==> src/rtl/demux4_tdm_capture_if.sv <==
// ============================================================================
// Module  : demux4_tdm_capture_if
// Brief   : TDM beat stream (data, qualifier, start-of-frame) into the demux.
// Revision: 1.0 - initial release
// ============================================================================
`default_nettype none

interface demux4_tdm_capture_if #(
    parameter int W = 1
);
    logic [W-1:0] din;
    logic         din_valid;
    logic         sof;

    modport master (
        output din,
        output din_valid,
        output sof
    );

    modport slave (
        input din,
        input din_valid,
        input sof
    );
endinterface

`default_nettype wire

==> src/rtl/demux4_tdm_capture.sv <==
// ============================================================================
// Module  : demux4_tdm_capture
// Brief   : Rebuilds four parallel channels from a d0,d1,d2,d3 TDM stream.
// Revision: 1.0 - initial release
// ============================================================================
`default_nettype none

module demux4_tdm_capture #(
    parameter int W = 1
) (
    input  wire logic               clk,
    input  wire logic               rst,
    demux4_tdm_capture_if.slave     tdm,
    output logic [W-1:0]            y0,
    output logic [W-1:0]            y1,
    output logic [W-1:0]            y2,
    output logic [W-1:0]            y3,
    output logic [1:0]              sel,
    output logic                    busy,
    output logic                    frame_valid,
    output logic                    frame_err
);

    typedef enum logic [0:0] {
        IDLE    = 1'b0,
        COLLECT = 1'b1
    } state_t;

    state_t       r_state, w_state_nxt;
    logic [1:0]   r_cnt, w_cnt_nxt;
    logic [W-1:0] r_sh0, r_sh1, r_sh2;
    logic [W-1:0] w_sh0_nxt, w_sh1_nxt, w_sh2_nxt;
    logic [W-1:0] r_y0, r_y1, r_y2, r_y3;
    logic [W-1:0] w_y0_nxt, w_y1_nxt, w_y2_nxt, w_y3_nxt;
    logic         r_fv, w_fv_nxt;
    logic         r_fe, w_fe_nxt;

    always_ff @(posedge clk or posedge rst) begin
        if (rst) begin
            r_state <= IDLE;
            r_cnt   <= 2'd0;
            r_sh0   <= '0;
            r_sh1   <= '0;
            r_sh2   <= '0;
            r_y0    <= '0;
            r_y1    <= '0;
            r_y2    <= '0;
            r_y3    <= '0;
            r_fv    <= 1'b0;
            r_fe    <= 1'b0;
        end else begin
            r_state <= w_state_nxt;
            r_cnt   <= w_cnt_nxt;
            r_sh0   <= w_sh0_nxt;
            r_sh1   <= w_sh1_nxt;
            r_sh2   <= w_sh2_nxt;
            r_y0    <= w_y0_nxt;
            r_y1    <= w_y1_nxt;
            r_y2    <= w_y2_nxt;
            r_y3    <= w_y3_nxt;
            r_fv    <= w_fv_nxt;
            r_fe    <= w_fe_nxt;
        end
    end

    always_comb begin
        w_state_nxt = r_state;
        w_cnt_nxt   = r_cnt;
        w_sh0_nxt   = r_sh0;
        w_sh1_nxt   = r_sh1;
        w_sh2_nxt   = r_sh2;
        w_y0_nxt    = r_y0;
        w_y1_nxt    = r_y1;
        w_y2_nxt    = r_y2;
        w_y3_nxt    = r_y3;
        w_fv_nxt    = 1'b0;
        w_fe_nxt    = 1'b0;

        if (tdm.din_valid) begin
            case (r_state)
                IDLE: begin
                    if (tdm.sof) begin
                        w_sh0_nxt   = tdm.din;
                        w_cnt_nxt   = 2'd1;
                        w_state_nxt = COLLECT;
                    end
                end
                COLLECT: begin
                    if (tdm.sof) begin
                        // Early restart: drop the partial frame, this beat is channel 0.
                        w_fe_nxt  = 1'b1;
                        w_sh0_nxt = tdm.din;
                        w_cnt_nxt = 2'd1;
                    end else begin
                        case (r_cnt)
                            2'd0: begin
                                w_sh0_nxt = tdm.din;
                                w_cnt_nxt = 2'd1;
                            end
                            2'd1: begin
                                w_sh1_nxt = tdm.din;
                                w_cnt_nxt = 2'd2;
                            end
                            2'd2: begin
                                w_sh2_nxt = tdm.din;
                                w_cnt_nxt = 2'd3;
                            end
                            default: begin
                                // Last beat bypasses the shadows so the frame lands atomically.
                                w_y0_nxt    = r_sh0;
                                w_y1_nxt    = r_sh1;
                                w_y2_nxt    = r_sh2;
                                w_y3_nxt    = tdm.din;
                                w_fv_nxt    = 1'b1;
                                w_cnt_nxt   = 2'd0;
                                w_state_nxt = IDLE;
                            end
                        endcase
                    end
                end
                default: begin
                    w_state_nxt = IDLE;
                    w_cnt_nxt   = 2'd0;
                end
            endcase
        end
    end

    assign y0          = r_y0;
    assign y1          = r_y1;
    assign y2          = r_y2;
    assign y3          = r_y3;
    assign sel         = r_cnt;
    assign busy        = (r_state == COLLECT);
    assign frame_valid = r_fv;
    assign frame_err   = r_fe;

endmodule

`default_nettype wire

==> src/flat_wrapper.sv <==
// flat-port wrapper written by rule: the top's interface ports become plain ports
module demux4_tdm_capture_flat 
#(
    parameter int W = 1
)
  (clk, rst, y0, y1, y2, y3, sel, busy, frame_valid, frame_err, tdm_din, tdm_din_valid, tdm_sof);
  demux4_tdm_capture_if #(.W(W)) tdm_i ();
  input  wire logic clk;
  input  wire logic rst;
  output logic [W-1:0] y0;
  output logic [W-1:0] y1;
  output logic [W-1:0] y2;
  output logic [W-1:0] y3;
  output logic [1:0] sel;
  output logic busy;
  output logic frame_valid;
  output logic frame_err;
  input wire logic [$bits(tdm_i.din)-1:0] tdm_din;
  input wire logic [$bits(tdm_i.din_valid)-1:0] tdm_din_valid;
  input wire logic [$bits(tdm_i.sof)-1:0] tdm_sof;
  assign tdm_i.din = tdm_din;
  assign tdm_i.din_valid = tdm_din_valid;
  assign tdm_i.sof = tdm_sof;
  demux4_tdm_capture #(.W(W)) u_core (.clk(clk), .rst(rst), .tdm(tdm_i), .y0(y0), .y1(y1), .y2(y2), .y3(y3), .sel(sel), .busy(busy), .frame_valid(frame_valid), .frame_err(frame_err));
endmodule
==> config.mk <==
export PLATFORM = sky130hd
export DESIGN_NAME = demux4_tdm_capture_flat
export DESIGN_NICKNAME = d
export VERILOG_FILES = /design/src/rtl/demux4_tdm_capture_if.sv /design/src/rtl/demux4_tdm_capture.sv /design/src/flat_wrapper.sv
export SDC_FILE = /design/constraint.sdc
export NUM_CORES = 1
export LEC_CHECK = 0
export ABC_AREA = 1
export CORE_UTILIZATION = 41
export DETAILED_ROUTE_END_ITERATION = 16
export GPL_TIMING_DRIVEN = 1
export PLACE_DENSITY = 0.76
export SYNTH_ARGS = -nofsm -noshare
export SYNTH_HDL_FRONTEND = slang
export SYNTH_SLANG_ARGS = --single-unit
==> constraint.sdc <==
create_clock -name clk -period 1.2 [get_ports clk]
set_clock_uncertainty 0.2 [all_clocks]
set_input_delay 0.24 -clock clk [delete_from_list [all_inputs] [get_ports clk]]
set_output_delay 0.24 -clock clk [all_outputs]
set_load 0.1 [all_outputs]
==> results of run 1 <==
-- per-layer routing --
metal | GRT usage [%] | part of all wire, %
met1 | 28.6 | 40
met2 | 44.0 | 56
met3 | 6.82 | 3.8
met4 | 5.17 | 0.58
met5 | 0 | 0
-- how the worst max path moves through the flow --
stage / from / end / slack [ns] / cells past startpoint
floorplan: u_core.sel[0] / u_core.y0 / -0.27 / 6
global placement: tdm_sof / u_core.sel[0] / -0.33 / 5
detailed placement: tdm_sof / u_core.y3 / -0.34 / 5
CTS: u_core.sel[0] / sel[0] / -0.29 / 2
global route: u_core.sel[0] / u_core.r_sh2 / -0.34 / 8
finish: u_core.sel[0] / sel[0] / -0.31 / 2
-- state kept, by name, indices dropped and copies added, names as in the netlist --
register            count
u_core.busy             1
u_core.frame_err        1
u_core.frame_valid      1
u_core.r_sh0            1
u_core.r_sh1            1
u_core.r_sh2            1
u_core.sel              2
u_core.y0               1
u_core.y1               1
u_core.y2               1
u_core.y3               1
-- area by class of cell --
class                           instances  share of cell area [%]
Multi-Input combinational cell         46                    31.0
Timing Repair Buffer                   25                    29.8
Sequential cell                        12                    28.9
Inverter                               11                    5.26
Clock buffer                            4                    3.31
Tap cell                               15                    1.71
-- logic make-up (layout without fill, tap and decap cells) --
family / after synthesis / in the layout / share of synthesized area, %
adders and majority gates: 4 / 4 / 8.51
and+or+nand+nor: 39 / 39 / 30.6
buffers and inverters: 11 / 40 / 7.23
AOI/OAI and AO/OA: 3 / 3 / 2.55
DFF: 12 / 12 / 51.1
-- worst min-delay path, stage by stage --
cell	delay [ns]
clkdlybuf4s50_1	0.39
inv_1	0.05
buf_4	0.20
-- where the power goes --
group	switching [W]	internal, W
Combinational	0.00123	0.000759
Clock	0.000148	0.000185
Sequential	0.000135	0.000572
-- layout by cell type, fill, tap and decap left out, types with 3 or more instances in the layout --
master,netlist,layout
nand2_1,19,15
buf_12,0,9
buf_4,0,8
nand3_1,9,7
dfrtp_2,0,7
nand2_2,2,6
ha_4,0,4
buf_6,0,4
inv_1,10,3
nor2_1,6,3
inv_2,0,3
clkbuf_4,0,3
dfrtp_1,12,3
-- timing repair --
action / 4_1_cts / 5_1_grt
gates resized for setup: 9 / 24
pin swaps: 2 / 7
setup endpoints to repair: 20 / 20
buffers inserted: 5 / 1
hold buffers: 0 / 0
-- stage by stage --
| stage | total power, W | cell area (um2) |
|---|---|---|
| 6_report | 0.00303 | 1090 |
| 5_1_grt | 0.00313 | 1090 |
| 4_1_cts | 0.00279 | 1010 |
| 3_5_place_dp | 0.00231 | 903 |
| 3_3_place_gp | 0.00229 | 903 |
| 2_1_floorplan | 0.00168 | 619 |
==> flow_metrics.tcl, run 1 <==
set metrics [dict create \
    crit_chain "buf_6, buf_12" \
    worstPathMaxFanout 3 \
    synth_most_common_cell "nand2_1" \
    place_inst 103 \
    numCtsBuffers 3 \
    worst_hold_slack_ns 0.0317 \
    post-place-ws_ns -0.337 \
    fp.dieW_um 39.9 \
    grt_antenna_before_repair 0 \
    utilization_pct 83.1 \
    setup_viol 20 \
    synthesis.nets 78 \
    synth-seq-cells 12 \
    rrSetupSlack_ns -0.29 \
    core_um2 1320 \
    cp.arrival_ns 1.07 \
    synth_ff_type "dfrtp_1" \
    drive_gt1_share_pct 61.2 \
    yosysWarnings 0 \
    cpPeakStageDelay_ns 0.50 \
    area_growth_pct 86.2 \
    worst_slew_pin_slew_ns 0.365 \
    timing.rr.start "u_core.sel[0]" \
    die_y_um 39.9 \
    drc_errors 0 \
    num-fill-cells 68 \
    finalCritPeriodShare_pct 126 \
    finalNonFillerCells 113 \
    die_area_um2 1590 \
    dr.pass1.iters 4 \
    required_ns 0.76 \
    vias 575 \
    syn_inst 69 \
    diodes 0 \
    rows 13 \
    ioPinCount 14 \
    slew_viol_final 0 \
    hold_viol 0 \
    synth_top_area_share_pct 51.1 \
    p_per_area_nw_per_um2 2770 \
    relSlewSlack_pct 75.7 \
    fmax_mhz 662 \
    worstSetupPathType "register to primary output" \
    start_util_pct 44.6 \
    portBuffers 13 \
    ant_nets 0 \
    ctsRootBufferMaster "clkbuf_4" \
    hold_class "input pin to asynchronous set/reset pin" \
    leakage_nw 0.530 \
    cts_buffer_depth 2 \
    clkLatencyLatePin_ns 0.28 \
    r2r-end "u_core.r_sh2" \
    irDropWorstVdd_v 0.00163 \
    seq_area_frac_synth_pct 51.1 \
    grt_max_degree 13 \
    drt_wl_total_um 1730 \
    wire_per_inst_um 15.3 \
    syn_area_per_cell_um2 8.52 \
    worst_r2r_path_depth 8 \
    synth_edf_count 0 \
    critPathBufInv 2 \
    htreeDepth 1 \
    period_minus_slack_ns 1.51 \
    synth_area_leaders "dfrtp_1 (51%), nand2_1 (12%), ha_1 (8.5%)" \
    crit_family "flip-flops" \
    endpoint_kind "primary output" \
    seq_area_um2 317 \
    setup_slack_ns -0.311 \
    hpwlAfterDp_um 978 \
    cts.sinks 12 \
    first_iter_violations 28 \
    syn_area_um2 588 \
    grt_pass1_vias 534 \
    via_per_inst 5.09 \
    violations "setup timing" \
    yosysTopAreaCell "dfrtp_1" \
    track_usage_pct 24.7 \
    rsz0062_at_grt "true" \
    fin_tns_setup_ns -3.66 \
    overflow 0 \
    synth_cell_types 13 \
    nets 108 \
    place_congestion 0.793 \
    cts_tree "built" \
    synthTopCellsByCount "nand2_1 (19), dfrtp_1 (12), inv_1 (10)" \
    cpMaxStageDelayCell "dfrtp_4" \
    maxCapViolations 0 \
    status "finished, violations left" \
    clk_pin_slew_ns 0.08 \
    multiInputGateArea_um2 339 \
    ys_async_sr_fraction_pct 100 \
    grt_pass1_wl_um 2430 \
    worst_setup_path_start_kind "register" \
]
Note: power is estimated with default switching activity, not from simulation.
==> run 2: changes to the inputs <==
- CORE_ASPECT_RATIO: not set -> 0.8
- CORE_UTILIZATION: 41 -> 32
- PLACE_DENSITY: 0.76 -> 0.63
==> run 2 against run 1 <==
The flow still finishes with violations (setup timing). Via count shrank 7.3%. Critical path depth increased by 6. Sequential power shrank 0.7%. Clock power shrank 24%.
==> flow_metrics.tcl, run 2 (same netlist as run 1, synthesis figures left out) <==
set metrics [dict create \
    clk_pin_slew_ns 0.07 \
    rows 13 \
    htreeDepth 1 \
    setup_viol 20 \
    power_frac_seq_pct 24.7 \
    area_growth_pct 80.6 \
    via_per_inst 4.40 \
    finalNonFillerCells 121 \
    finalCritPeriodShare_pct 124 \
    vias 533 \
    first_iter_violations 9 \
    p_per_area_nw_per_um2 2680 \
    power_switching_w 0.00141 \
    overflow 0 \
    worstPathMaxFanout 3 \
    period_minus_slack_ns 1.49 \
    place_congestion 0.801 \
    dpl_cell_area_um2 912 \
    ant_nets 0 \
    cts.sinks 12 \
    p_int_w 0.00143 \
    power_frac_comb_pct 66.5 \
    worst_setup_path_start_kind "register" \
    dr.pass1.iters 4 \
    slew_viol_final 0 \
    worstSetupPathType "register to register" \
    die_y_um 40.3 \
    maxCapViolations 0 \
    grt_antenna_before_repair 0 \
    ctsRootBufferMaster "clkbuf_4" \
    grt_pass1_vias 481 \
    clkPwrFrac_pct 8.9 \
    wire_per_inst_um 11.1 \
    utilization_pct 63.4 \
    worst_hold_slack_ns 0.0439 \
    clkLatencyLatePin_ns 0.27 \
    hold_class "input pin to asynchronous set/reset pin" \
    diodes 0 \
    layout_common_cells "nand2_1 (17), buf_12 (9), nand3_1 (8), buf_4 (8), dfrtp_2 (7)" \
    track_usage_pct 14.7 \
    hpwlAfterDp_um 886 \
    final_common_cell "nand2_1" \
    relSlewSlack_pct 77.4 \
    ioPinCount 14 \
    drc_errors 0 \
    cts_tree "built" \
    largest_reg_flops 2 \
    setup_slack_ns -0.286 \
    hold_viol 0 \
    grt_max_degree 13 \
    endpoint_kind "register" \
    required_ns 1.16 \
    die_area_um2 2010 \
    final_cell_area_um2 1060 \
    cp.arrival_ns 1.45 \
    p_total_w 0.00285 \
    switching_share_pct 49.6 \
    core_um2 1680 \
    cts_buffer_depth 2 \
    worst_slew_pin_slew_ns 0.340 \
    place_inst 110 \
    grt_pass1_wl_um 2060 \
    start_util_pct 35.1 \
    drive_gt1_share_pct 55.6 \
    leakage_nw 0.515 \
    drt_wl_total_um 1350 \
    portBuffers 13 \
    numCtsBuffers 3 \
    fmax_mhz 673 \
    rsz0062_at_grt "true" \
    fp.dieW_um 49.9 \
    violations "setup timing" \
    status "finished, violations left" \
    irDropWorstVdd_v 0.00153 \
    nets 109 \
]
==> run 2: worst max-delay path: stages, from the launching register on <==
cell     delay (ns)
dfrtp_4        0.49
buf_6          0.14
inv_4          0.07
ha_2           0.17
inv_1          0.05
nor2_2         0.09
nand2_1        0.06
nand2_1        0.05
nand2_1        0.05
==> run 2: final timing paths <==
kind,start,end,slack (ns),cells after the start
setup / recovery,u_core.sel[1],u_core.r_sh1,-0.29,8
hold / removal,rst,u_core.y2,0.04,3
setup reg to reg,u_core.sel[1],u_core.r_sh1,-0.29,8
hold reg to reg,u_core.r_sh1,u_core.r_sh1,0.29,2
max in group asynchronous,rst,u_core.sel[1],0.59,3
min in group clk,u_core.r_sh1,u_core.r_sh1,0.29,2
==> run 2: per-layer routing <==
layer  GRT usage, %  part of all wire (%)
met3           4.55                   2.6
met2           25.3                    53
met1           17.6                    44
met4           6.43                  0.59
met5              0                     0
==> run 2: repair_timing <==
| action | 4_1_cts | 5_1_grt |
|---|---|---|
| pin swaps | 1 | 10 |
| buffers inserted | 4 | 3 |
| gates cloned | 0 | 0 |
| endpoints found under the setup margin | 21 | 20 |
| gates resized for setup | 6 | 17 |
| hold buffers | 0 | 0 |
==> run 2: metrics by stage <==
| step | setup TNS [ns] | worst slack [ns] |
|---|---|---|
| floorplan | -2.63 | -0.268 |
| global placement | -3.48 | -0.319 |
| detailed placement | -3.70 | -0.361 |
| CTS | -3.51 | -0.277 |
| global route | -4.27 | -0.311 |
| finish | -3.49 | -0.286 |
==> run 2: area by class of cell <==
class	count	area [um2]
fillers	135	613
flip-flops and latches	12	317
multi-input cells	46	304
inverters	11	52.6
well taps	22	27.5
clock buffers	4	26.3
repair buffers	26	335
==> run 2: power by group through the flow <==
stage / clock network (W) / registers (W) / logic [W]
final: 0.000252 / 0.000702 / 0.00189
after global routing: 0.000282 / 0.000716 / 0.00197
after CTS: 0.000259 / 0.000696 / 0.00171
after floorplan: 0 / 0.00141 / 0.000275
after detailed placement: 0 / 0.000748 / 0.00156
after global placement: 0 / 0.000746 / 0.00155
==> variant (settings of run 2) <==
Reset style: synchronous (`rst`), changed in one clocked block.
--- a/src/rtl/demux4_tdm_capture.sv
+++ b/src/rtl/demux4_tdm_capture.sv
@@ -37,3 +37,3 @@
 
-    always_ff @(posedge clk or posedge rst) begin
+    always_ff @(posedge clk) begin
         if (rst) begin
Function: differs if rst is asserted again (counterexample within 4 cycles, from zero or initial values and one cycle with rst high); with rst held inactive, the same outputs for 10 cycles.
==> variant against run 2 <==
The flow still finishes with violations (setup timing); final area up 2.7%; largest cell class is now multi-input combinational cells; first-iteration DRC count fell by 67%; sequential cell count unchanged; routed wire length rose by 13%; synthesized area fell by 1.1%; worst setup slack better by 130 ps; critical path type is now reg2out.
Power is left out: it rests on default switching activity, and per cell area and clock period it moved more than threefold.
==> variant: results (changes against run 2) <==
critical_path.top_delay_family: "flip-flops"  # unchanged
grt_pass1_wl_mm: 2.37  # was 2.06 mm
yosysWarnings: 0  # unchanged
failed_checks: "setup timing"  # unchanged
largest_reg_flops: 2  # unchanged
regToRegSetupSlack_ps: -130  # was -290 ps
crit_path_max_incr_delay_ps: 370  # was 490 ps
reg2reg_depth: 7  # was 8
fillCellCount: 144  # was 135
dp_hpwl_um: 959  # was 886 µm
dpl_cell_area_um2: 933  # was 912 µm²
grt_pass1_vias: 539  # was 481
cp-start-kind: "register"  # unchanged
min_to: "u_core.r_sh2"
worst_hold_path.num_cells: 2
cts_htree_levels: 1  # unchanged
met3_usage_pct: 5.68  # was 4.55%
cts_root_buf: "clkbuf_4"  # unchanged
grtUsageMet2_pct: 30.7  # was 25.3%
syn_nets: 87  # was 78
synthTopCellsByArea: "dfxtp_1 (41%), nor2_1 (9.7%), ha_1 (8.6%)"  # was dfrtp_1 (51%), nand2_1 (12%), ha_1 (8.5%)
grt_max_degree: 11  # was 13
first_pass_iters: 5  # was 4
r2r-start: "u_core.sel[1]"  # unchanged
gp_congestion: 0.786  # was 0.801
via_per_inst: 4.73  # was 4.40
cts_buffers: 3  # unchanged
clock_path_buffers: 2  # unchanged
antenna_found_initial: 0  # unchanged
synth-compound-area-share_pct: 4.95  # was 2.55%
synth_xor_area_share_pct: 0  # unchanged
run_status: "finished with violations"  # unchanged
grt_use_met1_pct: 19.3  # was 17.6%
synth_commonest_cells: "nor2_1 (15), dfxtp_1 (12), nand2_1 (12)"  # was nand2_1 (19), dfrtp_1 (12), inv_1 (10)
async_reset_ff_share_pct: 0  # was 100%
drive_above_1_share_pct: 57.7  # was 55.6%
insertion_delay_ps: 280
port_buffers: 13  # unchanged
cp_data_arrival_time_ps: 920  # was 1450 ps
muxShareOfSynthArea_pct: 0  # unchanged
grt_usage_pct: 17.5  # was 14.7%
crit_end: "sel[1]"  # was u_core.r_sh1
relSlewSlack_pct: 75.8  # was 77.4%
hold_path.class: "reg2reg"  # was in2async
min_from: "u_core.r_sh2"
final.setup.worst_slack_ps: -159  # was -286 ps
synthAdderAreaFrac_pct: 8.60  # was 8.51%
wl_per_cell_um: 12.0  # was 11.1 µm
antenna_cells: 0  # unchanged
cpMaxStageDelayCell: "dfxtp_4"  # was dfrtp_4
drt_first_iter_violations: 3  # was 9
ys_types: 16  # was 13
setup_viol: 19  # was 20
ys_seq_area_share_pct: 41.3  # was 51.1%
layout.nets: 114  # was 109
reg2reg_to: "u_core.y1"  # was u_core.r_sh1
crit_fanout: 3  # unchanged
clk_pin_slew_ps: 80
## variant: cell type report
class	instances	area (µm²)	area share, %
inverter	12	57.6	5.28
multi-input combinational	54	402	36.8
clock buffer	4	36.3	3.33
timing repair buffer	22	309	28.3
tap	22	27.5	2.52
sequential	12	259	23.7
## variant: repair_timing
item / in CTS / in global routing
resized for setup: 16 / 9
setup endpoints to repair: 18 / 20
pin swaps: 8 / 5
hold buffers: 0 / 0
buffers inserted: 3 / 0
## variant: per-stage QoR
step / setup TNS, ps / worst slack [ps] / std cells / hold slack (ps)
3_3_place_gp: -3810 / -367 / 119 / 278
5_1_grt: -2280 / -201 / 126 / 312
6_report: -1460 / -159 / 126 / 290
2_1_floorplan: -1650 / -241 / 78 / 93.3
3_5_place_dp: -3910 / -395 / 119 / 277
4_1_cts: -1550 / -155 / 126 / 288
## variant: layer usage
layer	share of wire (%)	wire length, µm	vias to the layer above
li1	-	-	301
met1	43	646	276
met2	51	779	15
met3	4.7	71	4
met4	1.4	21	0
met5	0	0	-
